[src/rtl/gpio_mmio_port.sv]
// Memory-mapped GPIO output port for the core data bus.
// Direct/set/clear/toggle writes, timed auto-clearing pulse, registered read-back.
module gpio_mmio_port #(
   parameter int unsigned            BIT_WIDTH    = 32,
   parameter int unsigned            GPIO_WIDTH   = 9,
   parameter logic [BIT_WIDTH-1:0]   BASE_ADDR    = 'h1001_0000,
   parameter int unsigned            PULSE_CYCLES = 1000
) (
   input  logic                  clk,
   input  logic                  rst,
   input  logic [BIT_WIDTH-1:0]  addr,
   input  logic [BIT_WIDTH-1:0]  wdata,
   input  logic                  we,
   input  logic                  re,
   output logic [BIT_WIDTH-1:0]  rd_data,
   output logic                  rd_valid,
   output logic                  sel,
   output logic [GPIO_WIDTH-1:0] GPIO_PORT_OUT
);

   localparam logic [2:0] OFF_DATA   = 3'd0;
   localparam logic [2:0] OFF_SET    = 3'd1;
   localparam logic [2:0] OFF_CLR    = 3'd2;
   localparam logic [2:0] OFF_TGL    = 3'd3;
   localparam logic [2:0] OFF_PULSE  = 3'd4;
   localparam logic [2:0] OFF_STATUS = 3'd5;

   localparam logic [15:0] CNT_LOAD = 16'(PULSE_CYCLES - 1);

   typedef enum logic {
      S_IDLE,
      S_PULSE
   } state_e;

   state_e                state_q, state_d;
   logic [GPIO_WIDTH-1:0] port_q, port_d;
   logic [GPIO_WIDTH-1:0] mask_q, mask_d;
   logic [15:0]           cnt_q, cnt_d;
   logic [BIT_WIDTH-1:0]  rdat_q, rdat_d;
   logic                  rvld_q, rvld_d;

   logic [2:0]            off;
   logic [GPIO_WIDTH-1:0] w;
   logic [GPIO_WIDTH-1:0] base;
   logic                  wr_en;
   logic                  rd_en;
   logic                  busy;
   logic                  expire;
   logic                  pulse_wr;
   logic                  unused_ok;

   assign sel      = (addr[BIT_WIDTH-1:5] == BASE_ADDR[BIT_WIDTH-1:5]);
   assign off      = addr[4:2];
   assign w        = wdata[GPIO_WIDTH-1:0];
   assign wr_en    = we & sel;
   assign rd_en    = re & sel & ~we;
   assign busy     = (state_q == S_PULSE);
   assign expire   = busy && (cnt_q == 16'd0);
   assign pulse_wr = wr_en && (off == OFF_PULSE) && (w != '0);

   assign unused_ok = ^{addr[1:0], wdata[BIT_WIDTH-1:GPIO_WIDTH]};

   // Expiry clear lands first so a same-cycle write acts on the cleared port
   assign base = expire ? (port_q & ~mask_q) : port_q;

   always_comb begin
      state_d = state_q;
      mask_d  = mask_q;
      cnt_d   = cnt_q;
      unique case (state_q)
         S_IDLE: begin
         end
         S_PULSE: begin
            if (cnt_q == 16'd0) begin
               state_d = S_IDLE;
               mask_d  = '0;
            end else begin
               cnt_d = cnt_q - 16'd1;
            end
         end
         default: begin
            state_d = S_IDLE;
         end
      endcase
      if (pulse_wr) begin
         state_d = S_PULSE;
         mask_d  = w;
         cnt_d   = CNT_LOAD;
      end
   end

   always_comb begin
      port_d = base;
      if (wr_en) begin
         unique case (off)
            OFF_DATA:  port_d = w;
            OFF_SET:   port_d = base | w;
            OFF_CLR:   port_d = base & ~w;
            OFF_TGL:   port_d = base ^ w;
            OFF_PULSE: port_d = base | w;
            default:   port_d = base;
         endcase
      end
   end

   always_comb begin
      rvld_d = rd_en;
      rdat_d = rdat_q;
      if (rd_en) begin
         rdat_d = '0;
         unique case (off)
            OFF_DATA: begin
               rdat_d[GPIO_WIDTH-1:0] = port_q;
            end
            OFF_STATUS: begin
               rdat_d[0]     = busy;
               rdat_d[31:16] = cnt_q;
            end
            default: begin
               rdat_d = '0;
            end
         endcase
      end
   end

   always_ff @(posedge clk or negedge rst) begin
      if (!rst) begin
         state_q <= S_IDLE;
         port_q  <= '0;
         mask_q  <= '0;
         cnt_q   <= '0;
         rdat_q  <= '0;
         rvld_q  <= 1'b0;
      end else begin
         state_q <= state_d;
         port_q  <= port_d;
         mask_q  <= mask_d;
         cnt_q   <= cnt_d;
         rdat_q  <= rdat_d;
         rvld_q  <= rvld_d;
      end
   end

   assign GPIO_PORT_OUT = port_q;
   assign rd_data       = rdat_q;
   assign rd_valid      = rvld_q;

endmodule

[config.mk]
export PLATFORM = sky130hd
export DESIGN_NAME = gpio_mmio_port
export DESIGN_NICKNAME = d
export VERILOG_FILES = /design/src/rtl/gpio_mmio_port.sv
export SDC_FILE = /design/constraint.sdc
export NUM_CORES = 1
export LEC_CHECK = 0
export ABC_AREA = 0
export CAP_MARGIN = 30
export CORE_AREA = 2 2 85 87
export CTS_CLUSTER_DIAMETER = 50
export CTS_CLUSTER_SIZE = 16
export DETAILED_ROUTE_END_ITERATION = 10
export DIE_AREA = 0 0 87 89
export DONT_BUFFER_PORTS = 1
export MAX_ROUTING_LAYER = met4
export PLACE_DENSITY_LB_ADDON = 0.15
export SLEW_MARGIN = 20
export SYNTH_ARGS = -nofsm -noshare
export SYNTH_HDL_FRONTEND = slang
export SYNTH_SLANG_ARGS = --single-unit
[constraint.sdc]
create_clock -name clk -period 6.7 [get_ports clk]
set_clock_uncertainty 0.2 [all_clocks]
set_input_delay 2.01 -clock clk [delete_from_list [all_inputs] [get_ports clk]]
set_output_delay 2.01 -clock clk [all_outputs]
set_load 0.03 [all_outputs]
* Word level (Yosys, flattened, before mapping)
Index checks and enable logic that the tools add are counted. Widths: inputs -> output; s select.
Operators by class: equality and inequality tests 7, reduce and logical (&&, ||, !) cells 11, $add $sub $neg 1, shift-type cells 0, multipliers 0, magnitude comparators 0, muxes and demuxes 15, div/mod/pow operators 0, bitwise operators 10
Operators with widths (number):
- $mux 16 | 4
- $mux 9 | 5
- $pmux 9 s4 | 1
- $eq 27x24->1 const B | 1
- $and 9x9->9 | 2
- $not 9->9 | 2
- $logic_not 16->1 | 1
- $sub 16x1->16 const B | 1
- $or 9x9->9 | 1
- $reduce_bool 9->1 | 1
- $xor 9x9->9 | 1
- $mux 8 | 1
- $eq 3x2->1 const B | 2
- $eq 3x3->1 const B | 2
- $reduce_and 2->1 | 2
- $reduce_bool 2->1 | 2
- $and 1x1->1 | 3
- $eq 3x1->1 const B | 1
- $logic_and 1x1->1 | 3
- $logic_not 3->1 | 1
- $mux 1 | 3
- $ne 2x2->1 const B | 1
- $pmux 1 s2 | 1
- $reduce_or 2->1 | 1
- $not 1->1 | 1
Storage, ports and cells: bits in read-only memories 0, latch bits 0, word-level logic and storage cells 50, memory bits (writable) 0, input port bits 68, register bits 61, memories 0, output and inout bits 43

* Depth between registers and ports, before layout
Gate-level depths: netlist (run 1).
depth in word-level cells 6, mapped depth 13, gate-level depth less buffers 11

* Worst setup path after synthesis (run 1)
OpenSTA, ideal clock, no wires.
path type input to output, start point input port addr[20], end point output port sel, setup slack 1.380 ns, data required time 4.490 ns, stages on the path 3, data arrival time 3.110 ns, buffers on the path 0, cell sequence nor4b_1 nand3_1 nor2_1
On the way: word-level cells in the longest chain between the ends 1
RTL lines:
- start, declared | line 11 | input logic [BIT_WIDTH-1:0] addr,
- $eq 27x24->1 | line 52 | assign sel = (addr[BIT_WIDTH-1:5] == BASE_ADDR[BIT_WIDTH-1:5]);
- end, declared | line 17 | output logic sel,
Every way passes these cells.

* Worst setup path in the final report (run 1)
Same ends and word-level chain as after synthesis.

==> results.txt, run 1 <==
Status: finished, final reports clean
Critical path fanouts, max: 5
Vias in the first global route: 3052
Max-slew violations: 0
Clock share of power: 43.8%
Mapped Cells: 418
Cell type with the largest total area after synthesis: dfrtp_1
Slew HR: 39.80%
Max stage delay on crit path: 0.54 ns
Vias/cell: 6.087
LEAKAGE: 1.734 nW
Post-CTS setup buffers: 0
Total Routing Usage GR: 25.01%
# DRC: 0
First-pass GRT wire length: 14.46 mm
Max-Cap Viols: 0
R2r setup slk: 3.02 ns
Initial core utilization: 59.16%
Power Dens Cells: 174.8 nW/µm²
Resized Gates After CTS: 0
RePlAce Congestion: 0.8432
RR Endpoint: GPIO_PORT_OUT[8]$_DFF_PN0_
Comb pwr share: 5.4%
Setup Total Neg Slack: 0 ns
Largest buffer count on any clock path: 2
Sequential power share: 50.8%
Post-synth EDFFs: 0
Clk slew on worst S/H paths: 0.07 ns
I/O pin total: 111
Initial antenna violation count: 0
Post-synth cell types: 54
Post-DP HPWL: 6.201 mm
Filler instances: 571
CTS tree: done
Crit-path slowest cell: nor2_1
Htree depth: 3
Fraction of synthesized cell area taken by the top area cell type: 38.40%
Area delta synth->final: 4.375%
Wire per inst: 17.86 µm
Fin crit share: 83.74%
Most instantiated cells after synthesis: dfrtp_1, inv_1, mux2i_1
Hold Path Stages: 1
Clk_lat worst skew: 0.33 ns
Depth of the most critical reg-to-reg path: 9
Arrival @ worst endpoint: 3.40 ns
Main area contributors after synthesis: dfrtp_1, mux2i_1, ha_1
Die height: 89 µm
Initial drt markers: 174
CTS buffer count: 9
WL final: 8.825 mm
Register area share after synthesis: 38.40%
Worst hold start: mask_q[5]$_DFFE_PN0P_
Clock Sinks: 61
Max VDD drop: 0.00008578 V
Synthesized area: 3975 µm²
Die Area: 7743 µm²
Rows: 30
Hold Path Sink: mask_q[5]$_DFFE_PN0P_
Tmin final: 5.611 ns
Yosys synthesis warning count: 0
Hold slack: 0.3086 ns
CTS Hold Bufs: 0
Final setup fails: 0
Req. time, crit path: 4.49 ns
Pin count of the biggest net entering global routing: 62
Crit-path cells: nor4b_1, nand3_1, nor2_1
Setup crit end kind: output port
Crit path kind: input pin to output port
Final Hold Fails: 0
Core area: 6719 µm²
Pre-CTS WS: 1.098 ns
Sw Ratio: 23.37%
CP Launch Type: input pin
Drt first pass iters: 4
Int Pwr: 555.6 µW
P_sw: 169.5 µW
FFs w/ async S/R, synth: 100.0%
Die X: 87 µm
Syn Area/Cell: 9.510 µm²
ANT nets after route: 0
R2r startpoint: cnt_q[8]$_DFFE_PN0P_
Vias post-DR: 3007
Placed Cells: 478
CTS root buffer: clkbuf_8
FMAX: 178.2 MHz
Min-Delay Path Class: flip-flop to flip-flop
Worst slew pin tran: 0.8997 ns
Top FF cell, synth: dfrtp_1
Number of port buffers: 0
Worst setup margin: 1.089 ns
Nets@finish: 496
Non-filler cells, final: 494
GR Overflow Total: 0
Top-count cell post-synth: dfrtp_1
FF+latch count, synth: 61
RSZ-0062 raised after global routing: false
Number of diodes: 0
Layout cell share with drive strength beyond 1: 11.59%
## worst max-delay path: cells and delay by family
family | cells | cell delay, ns
and+or+nand+nor | 3 | 1.39
## flip-flops by register name (all words and copies together) (netlist names)
| register | flops |
|---|---|
| rd_data | 25 |
| cnt_q | 16 |
| GPIO_PORT_OUT | 9 |
| mask_q | 9 |
| busy | 1 |
| rd_valid | 1 |
## through the flow
step           util (%)  total power [mW]  area [µm²]
2_1_floorplan         -            0.4164        3998
3_3_place_gp      58.75            0.4128        3948
3_5_place_dp      58.92            0.4142        3959
4_1_cts           61.75            0.7342        4149
5_1_grt           61.75            0.7517        4149
6_report          61.75            0.7251        4149
## per-layer routing
metal  vias to the layer above  GRT usage, %  part of all wire [%]
met5                         -             -                     0
met4                         0         8.381                  0.91
met3                         5         5.817                   6.6
met2                       103         37.47                    44
met1                      1448         33.51                    49
li1                       1451             -                     -
## power groups by stage
| stage | Combinational, mW | Clock, mW | Sequential [mW] |
|---|---|---|---|
| finish | 0.0394 | 0.317 | 0.368 |
| global route | 0.0437 | 0.340 | 0.368 |
| CTS | 0.0391 | 0.327 | 0.368 |
| detailed placement | 0.0390 | 0 | 0.375 |
| global placement | 0.0376 | 0 | 0.375 |
| floorplan | 0.0411 | 0 | 0.375 |
## layout make-up
cell class              instances  area [µm²]  share of cell area (%)
clock buffers                   9       123.9                   2.986
clock inverters                 7       66.31                   1.598
inverters                      55       206.4                   4.976
multi-input cells             278        2092                   50.42
flip-flops and latches         61        1526                   36.79
well taps                      80       100.1                   2.413
repair buffers                  4       33.78                  0.8142
## kinds of logic (layout without fill, tap and decap cells)
group	Yosys count	in the layout	share of synthesized area, %
buffers and inverters	85	75	9.852
and+or+nand+nor	141	141	20.30
adders and majority gates	19	19	5.981
DFF	61	61	38.40
AOI/OAI and AO/OA	67	67	13.41
muxes	44	44	11.96
other	1	7	0.09434
## cells in the final DEF, fill, tap and decap left out, drive strengths merged, types with 10 or more instances in the layout
cell | synthesis | layout
o21ai | 20 | 20
nand2 | 28 | 28
nor2 | 20 | 20
nor4 | 15 | 15
ha | 19 | 19
mux2 | 10 | 10
dfrtp | 61 | 61
a21oi | 16 | 16
nor3 | 13 | 13
or4 | 10 | 10
and2 | 14 | 14
inv | 55 | 55
mux2i | 34 | 34
## worst max-delay path by stage
| stage | start | endpoint | slack, ns | cells after the start |
|---|---|---|---|---|
| 6_report | addr[20] | sel | 1.09 | 3 |
| 3_3_place_gp | addr[20] | sel | 1.15 | 3 |
| 4_1_cts | addr[20] | sel | 1.09 | 3 |
| 3_5_place_dp | addr[20] | sel | 1.10 | 3 |
| 5_1_grt | addr[20] | sel | 0.98 | 3 |
| 2_1_floorplan | addr[20] | sel | 1.38 | 3 |
(Power assumes the default switching activity.)
==> run 2: changes to the inputs <==
CORE_AREA = 2 2 86 88   (was 2 2 85 87)
DIE_AREA = 0 0 88 90   (was 0 0 87 89)
clock period = 4.6 ns   (was 6.7 ns; I/O delays follow)
==> run 2 against run 1 <==
Flip-flop and latch count is the same. Setup slack worse by 0.58 ns. Via count is 1.2% higher. Cell count grew 4.9%. Register-to-register slack worse by 2.0 ns. Global-route usage shrank 0.89 points. Core utilization is 1.7 points lower. Critical path depth increased by 2. Power rose by 48%. First-iteration DRC count shrank 39%. Clock-buffer cell count increased by 1. Critical endpoint unchanged. Largest power group unchanged.
==> results.txt, run 2 (synthesized netlist as in run 1, its figures left out) <==
Pin count of the biggest net entering global routing: 62 (unchanged)
Status: finished, final reports clean (unchanged)
Core area: 7020 µm² (was 6719 µm²)
Filler instances: 611 (was 571)
Pwr Total: 1.073 mW (was 725.1 µW)
Req. time, crit path: 3.02 ns (was 4.49 ns)
CTS buffer count: 9 (unchanged)
Crit path kind: input pin to output port (unchanged)
Die Area: 7920 µm² (was 7743 µm²)
First-pass GRT wire length: 14.51 mm (was 14.46 mm)
Largest buffer count on any clock path: 2 (unchanged)
Max-Cap Viols: 0 (unchanged)
Worst setup margin: 0.5141 ns (was 1.089 ns)
Vias post-DR: 3043 (was 3007)
Critical Path Start: addr[20] (unchanged)
RSZ-0062 raised after global routing: false (unchanged)
CP Launch Type: input pin (unchanged)
Number of port buffers: 0 (unchanged)
FMAX: 244.7 MHz
# DRC: 0 (unchanged)
Min-Delay Path Class: flip-flop to flip-flop (unchanged)
Nets@finish: 501 (was 496)
Hold slack: 0.3131 ns (was 0.3086 ns)
Total Routing Usage GR: 24.12% (was 25.01%)
RePlAce Congestion: 0.8502 (was 0.8432)
Area delta synth->final: 6.107% (was 4.375%)
Arrival @ worst endpoint: 2.51 ns (was 3.40 ns)
Wire per inst: 16.86 µm (was 17.86 µm)
Tmin final: 4.086 ns
Worst hold start: mask_q[5]$_DFFE_PN0P_ (unchanged)
Htree depth: 3 (unchanged)
Post-CTS setup buffers: 0 (unchanged)
R2r startpoint: cnt_q[12]$_DFFE_PN0P_ (was cnt_q[8]$_DFFE_PN0P_)
Vias in the first global route: 2980 (was 3052)
ANT nets after route: 0 (unchanged)
Pre-CTS WS: 0.5532 ns (was 1.098 ns)
Number of diodes: 0 (unchanged)
CTS root buffer: clkbuf_8 (unchanged)
Critical path fanouts, max: 5 (unchanged)
Most frequent cells in the layout: dfrtp_1, inv_1, mux2i_1 (unchanged)
I/O pin total: 111 (unchanged)
Die X: 88 µm (was 87 µm)
Drt first pass iters: 4 (unchanged)
Layout cell share with drive strength beyond 1: 12.41% (was 11.59%)
Final Cell Area: 4218 µm² (was 4149 µm²)
Clk slew on worst S/H paths: 0.07 ns (about the same)
Clk_lat worst skew: 0.36 ns (was 0.33 ns)
Worst slew pin tran: 0.7734 ns (was 0.8997 ns)
WL final: 8.733 mm (was 8.825 mm)
Register area: 1526 µm² (unchanged)
Max reg flops: 25 (unchanged)
Setup crit end kind: output port (unchanged)
Final setup fails: 0 (unchanged)
Vias/cell: 5.875 (was 6.087)
Fin crit share: 88.82%
LEAKAGE: 1.755 nW (was 1.734 nW)
CTS tree: done (unchanged)
Resized Gates After CTS: 0 (unchanged)
Final Hold Fails: 0 (unchanged)
GR Overflow Total: 0 (unchanged)
Slew HR: 48.44% (was 39.80%)
Area after DPL: 4021 µm² (was 3959 µm²)
Max-slew violations: 0 (unchanged)
Initial core utilization: 56.62% (was 59.16%)
Initial antenna violation count: 0 (unchanged)
Setup Total Neg Slack: 0 ns (unchanged)
Area of the multi-input gates: 2092 µm² (unchanged)
Post-DP HPWL: 5.982 mm (was 6.201 mm)
Max VDD drop: 0.0001936 V (was 0.00008578 V)
Initial drt markers: 107 (was 174)
Clock Sinks: 61 (unchanged)
Rows: 31 (was 30)
Die height: 90 µm (was 89 µm)
Commonest non-fill, non-tap cell in the layout: dfrtp_1 (unchanged)
CTS Hold Bufs: 0 (unchanged)
Power Dens Cells: 254.5 nW/µm² (was 174.8 nW/µm²)
## run 2: cell count changes in the layout (fill, tap and decap cells not counted)
cell and change:
clkinv_2 -2, clkinvlp_4 +1, buf_6 -1, buf_4 +4, clkbuf_1 +1, buf_12 +1, clkbuf_2 +1
## run 2: report_power, final
group | switching (mW) | total (mW) | internal [mW]
Clock | 0.231 | 0.480 | 0.249
Sequential | 0.00000267 | 0.536 | 0.536
Combinational | 0.0307 | 0.0573 | 0.0266
## run 2: cell type report
type | count | share of cell area, %
multi-input cells | 278 | 49.60
flip-flops and latches | 61 | 36.19
inverters | 55 | 4.895
clock buffers | 10 | 3.026
well taps | 99 | 2.937
repair buffers | 9 | 1.839
clock inverters | 6 | 1.513
## run 2: critical path: stages
cell and delay (ns):
nor4b_1 0.51, nand3_1 0.15, buf_4 0.20, nor2_1 0.09
buf_4 0.18
## run 2: final timing paths
| kind | endpoint | slack (ns) | cells after the start |
|---|---|---|---|
| worst max-delay path | sel | 0.51 | 5 |
| worst min-delay path | mask_q[5]$_DFFE_PN0P_ | 0.31 | 1 |
| worst max register to register | GPIO_PORT_OUT[8]$_DFF_PN0_ | 1.02 | 9 |
| worst min register to register | mask_q[5]$_DFFE_PN0P_ | 0.31 | 1 |
| max in group asynchronous | GPIO_PORT_OUT[1]$_DFF_PN0_ | 3.60 | 0 |
| min in group asynchronous | rd_data[28]$_DFFE_PN0P_ | 0.51 | 0 |
## run 2: metrics by stage
step                utilization [%]  std cells
floorplan                         -        424
global placement              57.17        500
detailed placement            57.28        501
CTS                           60.01        517
global route                  60.08        518
finish                        60.08        518
## run 2: layer usage
metal / vias to the layer above / wire length, µm / track usage [%]
met4: 0 / 168 / 7.436
met1: 1501 / 3825 / 29.01
met5: - / 0 / -
li1: 1458 / - / -
met2: 70 / 4322 / 38.57
met3: 14 / 416 / 7.438
==> edit 1: new RTL, flow settings as in run 2 <==
Add an input register stage for `addr`, `wdata`, `we` and `re`, cleared by the reset; this delays them by one clock.
--- a/src/rtl/gpio_mmio_port.sv
+++ b/src/rtl/gpio_mmio_port.sv
@@ -33,4 +33,23 @@
    } state_e;
 
+   logic [BIT_WIDTH-1:0] addr_q;
+   logic [BIT_WIDTH-1:0] wdata_q;
+   logic we_q;
+   logic re_q;
+
+   always_ff @(posedge clk or negedge rst) begin
+      if (!rst) begin
+         addr_q  <= '0;
+         wdata_q <= '0;
+         we_q    <= '0;
+         re_q    <= '0;
+      end else begin
+         addr_q  <= addr;
+         wdata_q <= wdata;
+         we_q    <= we;
+         re_q    <= re;
+      end
+   end
+
    state_e                state_q, state_d;
    logic [GPIO_WIDTH-1:0] port_q, port_d;
@@ -50,14 +69,14 @@
    logic                  unused_ok;
 
-   assign sel      = (addr[BIT_WIDTH-1:5] == BASE_ADDR[BIT_WIDTH-1:5]);
-   assign off      = addr[4:2];
-   assign w        = wdata[GPIO_WIDTH-1:0];
-   assign wr_en    = we & sel;
-   assign rd_en    = re & sel & ~we;
+   assign sel      = (addr_q[BIT_WIDTH-1:5] == BASE_ADDR[BIT_WIDTH-1:5]);
+   assign off      = addr_q[4:2];
+   assign w        = wdata_q[GPIO_WIDTH-1:0];
+   assign wr_en    = we_q & sel;
+   assign rd_en    = re_q & sel & ~we_q;
    assign busy     = (state_q == S_PULSE);
    assign expire   = busy && (cnt_q == 16'd0);
    assign pulse_wr = wr_en && (off == OFF_PULSE) && (w != '0);
 
-   assign unused_ok = ^{addr[1:0], wdata[BIT_WIDTH-1:GPIO_WIDTH]};
+   assign unused_ok = ^{addr_q[1:0], wdata_q[BIT_WIDTH-1:GPIO_WIDTH]};
 
    // Expiry clear lands first so a same-cycle write acts on the cleared port
Behaviour: not the same (a bounded check fails within 4 cycles, from zero or initial values and one cycle with rst low).
==> edit 1 against run 2 <==
- routed wire length is 4.9% lower
- die area is the same
- sequential cell count up 41
- setup slack gained 480 ps
- register-to-register slack got worse by 20 ps
- sequential power rose by 73%
- core utilization up 10 points
- total power up 43%
- area after synthesis is 17% higher
- combinational power decreased by 17%
- final area rose by 17%
- critical path type is now flop to flop
- largest power group unchanged
- highest routed layer unchanged
==> edit 1: results (changes against run 2) <==
status=complete, no violations (unchanged); post-cts gate resize count=0 (unchanged); unique cell type count in the Yosys netlist=42 (was 54); first-pass GRT wire length=14.06 mm (was 14.51 mm); Synth area leaders=dfrtp_1 55%, ha_1 5.1%, inv_1 4.3% (was dfrtp_1 38%, mux2i_1 8.6%, ha_1 6.0%); vias in the first global route=2,915 (was 2,980); final hold slack=335.5 ps (was 313.1 ps); CP Launch Type=flop (was input port); Placer Congestion=0.7952 (was 0.8502); WL met2=4.229 mm (was 4.322 mm); Slowest cell on crit path=and2_1 (was nor4b_1); WL/cell=16.25 um (was 16.86 um); Max Fanout on Critical Path=14 (was 5); arrival time of the worst setup path=3700 ps (was 2510 ps); ant diodes=0 (unchanged); Reg2Reg Depth=11 (was 9); final WL=8.306 mm (was 8.733 mm); slew at the pin with the worst max-slew slack=655.7 ps (was 773.4 ps); post-synthesis sequential area ratio=54.94% (was 38.40%); flop2flop setup slack=1000 ps (was 1020 ps); met3 WL=429 um (was 416 um); Worst-path clk slew=110 ps (was 70 ps); cts bufs inserted=9 (unchanged); 1st-iter DRT viols=159 (was 107); Final Net Count=494 (was 501); Synth top cells by count=102 x dfrtp_1, 53 x inv_1, 31 x nand3_1, 25 x o21ai_0, 24 x nand2_1 (was 61 x dfrtp_1, 55 x inv_1, 34 x mux2i_1, 28 x nand2_1, 20 x nor2_1); Top delay family on crit path=simple AND/OR/NAND/NOR gates (unchanged); M3 GR Usage=4.959% (was 7.438%); Multi-input gate area=1785 um2 (was 2092 um2); vias per std cell=5.775 (was 5.875); synthesized area per cell=11.33 um2 (was 9.510 um2); Post-DP HPWL=5.829 mm (was 5.982 mm); power per standard cell area=312.8 nW/um2 (was 254.5 nW/um2); worst reg2reg startpoint=cnt_q[0] (was cnt_q[12]); Hold Path Sink=mask_q[8] (was mask_q[5]); met2 global-route usage=35.54% (was 38.57%); # fillers=501 (was 611); met1 usage=31.91% (was 29.01%); R2R Path End=GPIO_PORT_OUT[7] (was GPIO_PORT_OUT[8]); max reg flops=30 (was 25); largest net degree at the start of global routing=103 (was 62); Tot GR Track Use=23.63% (was 24.12%); wl on met1=3.529 mm (was 3.825 mm); fraction of layout cells with a size suffix above 1=12.62% (was 12.41%); Hold Path Depth=2 (was 1); placed cells=495 (was 501); leakage power=2.269 nW (was 1.755 nW); Max VDD drop=0.2574 mV (was 0.1936 mV); CP max stage delay=about 520 ps; hold path start=mask_q[8] (was mask_q[5])
edit 1: changes by cell type in the layout (fill, tap and decap cells not counted), moves of 11 or more:
cell,delta
a21oi_1,-13
nand3_1,+23
o21ai_0,+16
xnor2_1,+11
dfrtp_1,+41
mux2i_1,-25
edit 1: cell type report:
class / instances / area share, %
timing repair buffer: 6 / 1.067
clock inverter: 7 / 1.753
sequential: 102 / 51.84
multi-input combinational: 235 / 36.26
clock buffer: 9 / 2.516
tap: 99 / 2.516
inverter: 53 / 4.041
edit 1: cells by family (layout without fill, tap and decap cells):
kind of cell	after synthesis	after routing	synth area share, %
adders and majority gates	19	19	5.117
other	1	7	0.08072
muxes	25	25	8.403
DFF	102	102	54.94
xor gates and xnor gates	14	14	2.639
buffers and inverters	79	75	7.353
AOI/OAI and AO/OA	52	52	7.460
and+or+nand+nor	118	118	14.00
edit 1: how the worst max path moves through the flow:
stage | from | to | slack (ps) | depth (start not counted)
6_report | cnt_q[0] | GPIO_PORT_OUT[7] | 1000 | 11
5_1_grt | cnt_q[0] | GPIO_PORT_OUT[7] | 790 | 11
4_1_cts | cnt_q[0] | GPIO_PORT_OUT[7] | 990 | 11
3_5_place_dp | cnt_q[0] | GPIO_PORT_OUT[7] | 1040 | 11
3_3_place_gp | cnt_q[0] | GPIO_PORT_OUT[7] | 1130 | 11
2_1_floorplan | addr_q[17] | sel | 1510 | 3
edit 1: power by group:
part	internal (W)	leakage, nW	switching [W]	total (W)
combinational	0.0000209	0.834	0.0000265	0.0000474
clock	0.000219	0.105	0.000345	0.000564
sequential	0.000914	1.33	0.0000147	0.000929
edit 1: stage by stage:
stage	power, W	area, um2
6_report	0.001540	4923
5_1_grt	0.001601	4923
4_1_cts	0.001554	4923
3_5_place_dp	0.0009939	4713
3_3_place_gp	0.0009897	4691
2_1_floorplan	0.0009875	4668
==> edit 2: new RTL, flow settings as in run 2 <==
Without the edit above. Set the parameter `GPIO_WIDTH` to 18 (it was 9).
--- a/src/rtl/gpio_mmio_port.sv
+++ b/src/rtl/gpio_mmio_port.sv
@@ -3,5 +3,5 @@
 module gpio_mmio_port #(
    parameter int unsigned            BIT_WIDTH    = 32,
-   parameter int unsigned            GPIO_WIDTH   = 9,
+   parameter int unsigned            GPIO_WIDTH   = 18,
    parameter logic [BIT_WIDTH-1:0]   BASE_ADDR    = 'h1001_0000,
    parameter int unsigned            PULSE_CYCLES = 1000
Interface: changed (resized GPIO_PORT_OUT); port bits go from 111 to 120. No check against the original RTL was run, so the function may have changed too.
==> edit 2 against run 2 <==
- hold slack gained 23 ps
- final area grew 31%
- combinational power grew 45%
- setup slack gained 330 ps
- sequential cell count grew 25
- sequential share of layout area grew 2.7 points
- routed wire length grew 32%
- total power grew 26%
- die area is the same
- area after synthesis grew 33%
- maximum frequency grew 8.7%
- largest power group unchanged
==> edit 2: results (changes against run 2) <==
R2R Path End=GPIO_PORT_OUT[0] (was GPIO_PORT_OUT[8]); vias in the first global route=4,000 (was 2,980); worst reg2reg startpoint=cnt_q[13] (was cnt_q[12]); post-synthesis sequential area ratio=40.79% (was 38.40%); count of multi-input gates=365 (was 278); leakage power=2.628 nW (was 1.755 nW); flop2flop setup slack=1070 ps (was 1020 ps); Multi-input gate area=2730 um2 (was 2092 um2); Max VDD drop=0.1542 mV (was 0.1936 mV); compound-cell area share of the yosys netlist=13.92% (was 13.41%); sequential share of cell area=38.86% (was 36.19%); placed cells=632 (was 501); Reg2Reg Depth=12 (was 9); internal power=0.001012 W (was 0.0008117 W); synthesized flop and latch total=86 (was 61); final hold slack=336.1 ps (was 313.1 ps); # fillers=475 (was 611); routed vias=3,946 (was 3,043); Hold Path Sink=mask_q[2] (was mask_q[5]); clock tree cell share of total cell area=3.434% (was 4.539%); Non-clock inverters=73 (was 55); synthesized area per cell=9.524 um2 (was 9.510 um2); clock buf count=10 (unchanged); hold path start=mask_q[2] (was mask_q[5]); slew at the pin with the worst max-slew slack=873.7 ps (was 773.4 ps); combinational share of power=6.2% (was 5.3%); first-pass GRT wire length=18.80 mm (was 14.51 mm); post-route non-filler standard cell count=648 (was 518); Post-Synth XOR/XNOR Area=1.660% (was 0%); P_clk=0.000516 W (was 0.000480 W); final instance area=5538 um2 (was 4218 um2); Tot GR Track Use=31.02% (was 24.12%); worst slack, placed=854.0 ps (was 553.2 ps); synth warn=0 (unchanged); post-cts gate resize count=0 (unchanged); synthesized-area fraction occupied by adder cells=9.011% (was 5.980%); largest net degree at the start of global routing=87 (was 62); ant diodes=0 (unchanged); Post-DP HPWL=7.888 mm (was 5.982 mm); clock tree buffer depth=2 (unchanged); Synth top cells by count=86 x dfrtp_1, 86 x nand2_1, 73 x inv_1, 53 x mux2i_1, 38 x ha_1 (was 61 x dfrtp_1, 55 x inv_1, 34 x mux2i_1, 28 x nand2_1, 20 x nor2_1); Synth area leaders=dfrtp_1 41%, mux2i_1 10%, ha_1 9.0% (was dfrtp_1 38%, mux2i_1 8.6%, ha_1 6.0%); fraction of layout cells with a size suffix above 1=11.66% (was 12.41%); status=complete, no violations (unchanged); setup repair bufs after CTS=0 (unchanged); Signal buf overhead=1.220% (was 1.839%); max reg flops=32 (was 25); Worst-path clk slew=90 ps (was 70 ps); 1st-iter DRT viols=218 (was 107); cts bufs inserted=9 (unchanged); area post-placement=5348 um2 (was 4021 um2); unique cell type count in the Yosys netlist=43 (was 54); Buffers, non-clock=9 (unchanged); WL/cell=17.83 um (was 16.86 um); Placer Congestion=0.8278 (was 0.8502); post-synthesis mux area share=14.54% (was 11.96%); Hold Path Depth=2 (was 1); Comb group=0.0000833 W (was 0.0000573 W)
==> edit 2: worst max-delay path: stages <==
cell and delay (ps):
nor4_1 340, nand4_1 150, nor2_1 110, buf_4 200
==> edit 2: routing by layer <==
| metal | global-route usage, % | part of all wire [%] | wire, um |
|---|---|---|---|
| met4 | 10.90 | 1.6 | 190 |
| met2 | 50.13 | 51 | 5843 |
| met3 | 5.877 | 5.6 | 651 |
| met1 | 38.83 | 42 | 4868 |
| met5 | - | 0 | 0 |
==> edit 2: how the worst max path moves through the flow <==
stage / slack, ps / to / from
4_1_cts: 850 / sel / addr[22]
5_1_grt: 780 / sel / addr[18]
3_3_place_gp: 920 / sel / addr[18]
3_5_place_dp: 850 / sel / addr[22]
2_1_floorplan: 720 / sel / addr[18]
6_report: 840 / sel / addr[22]
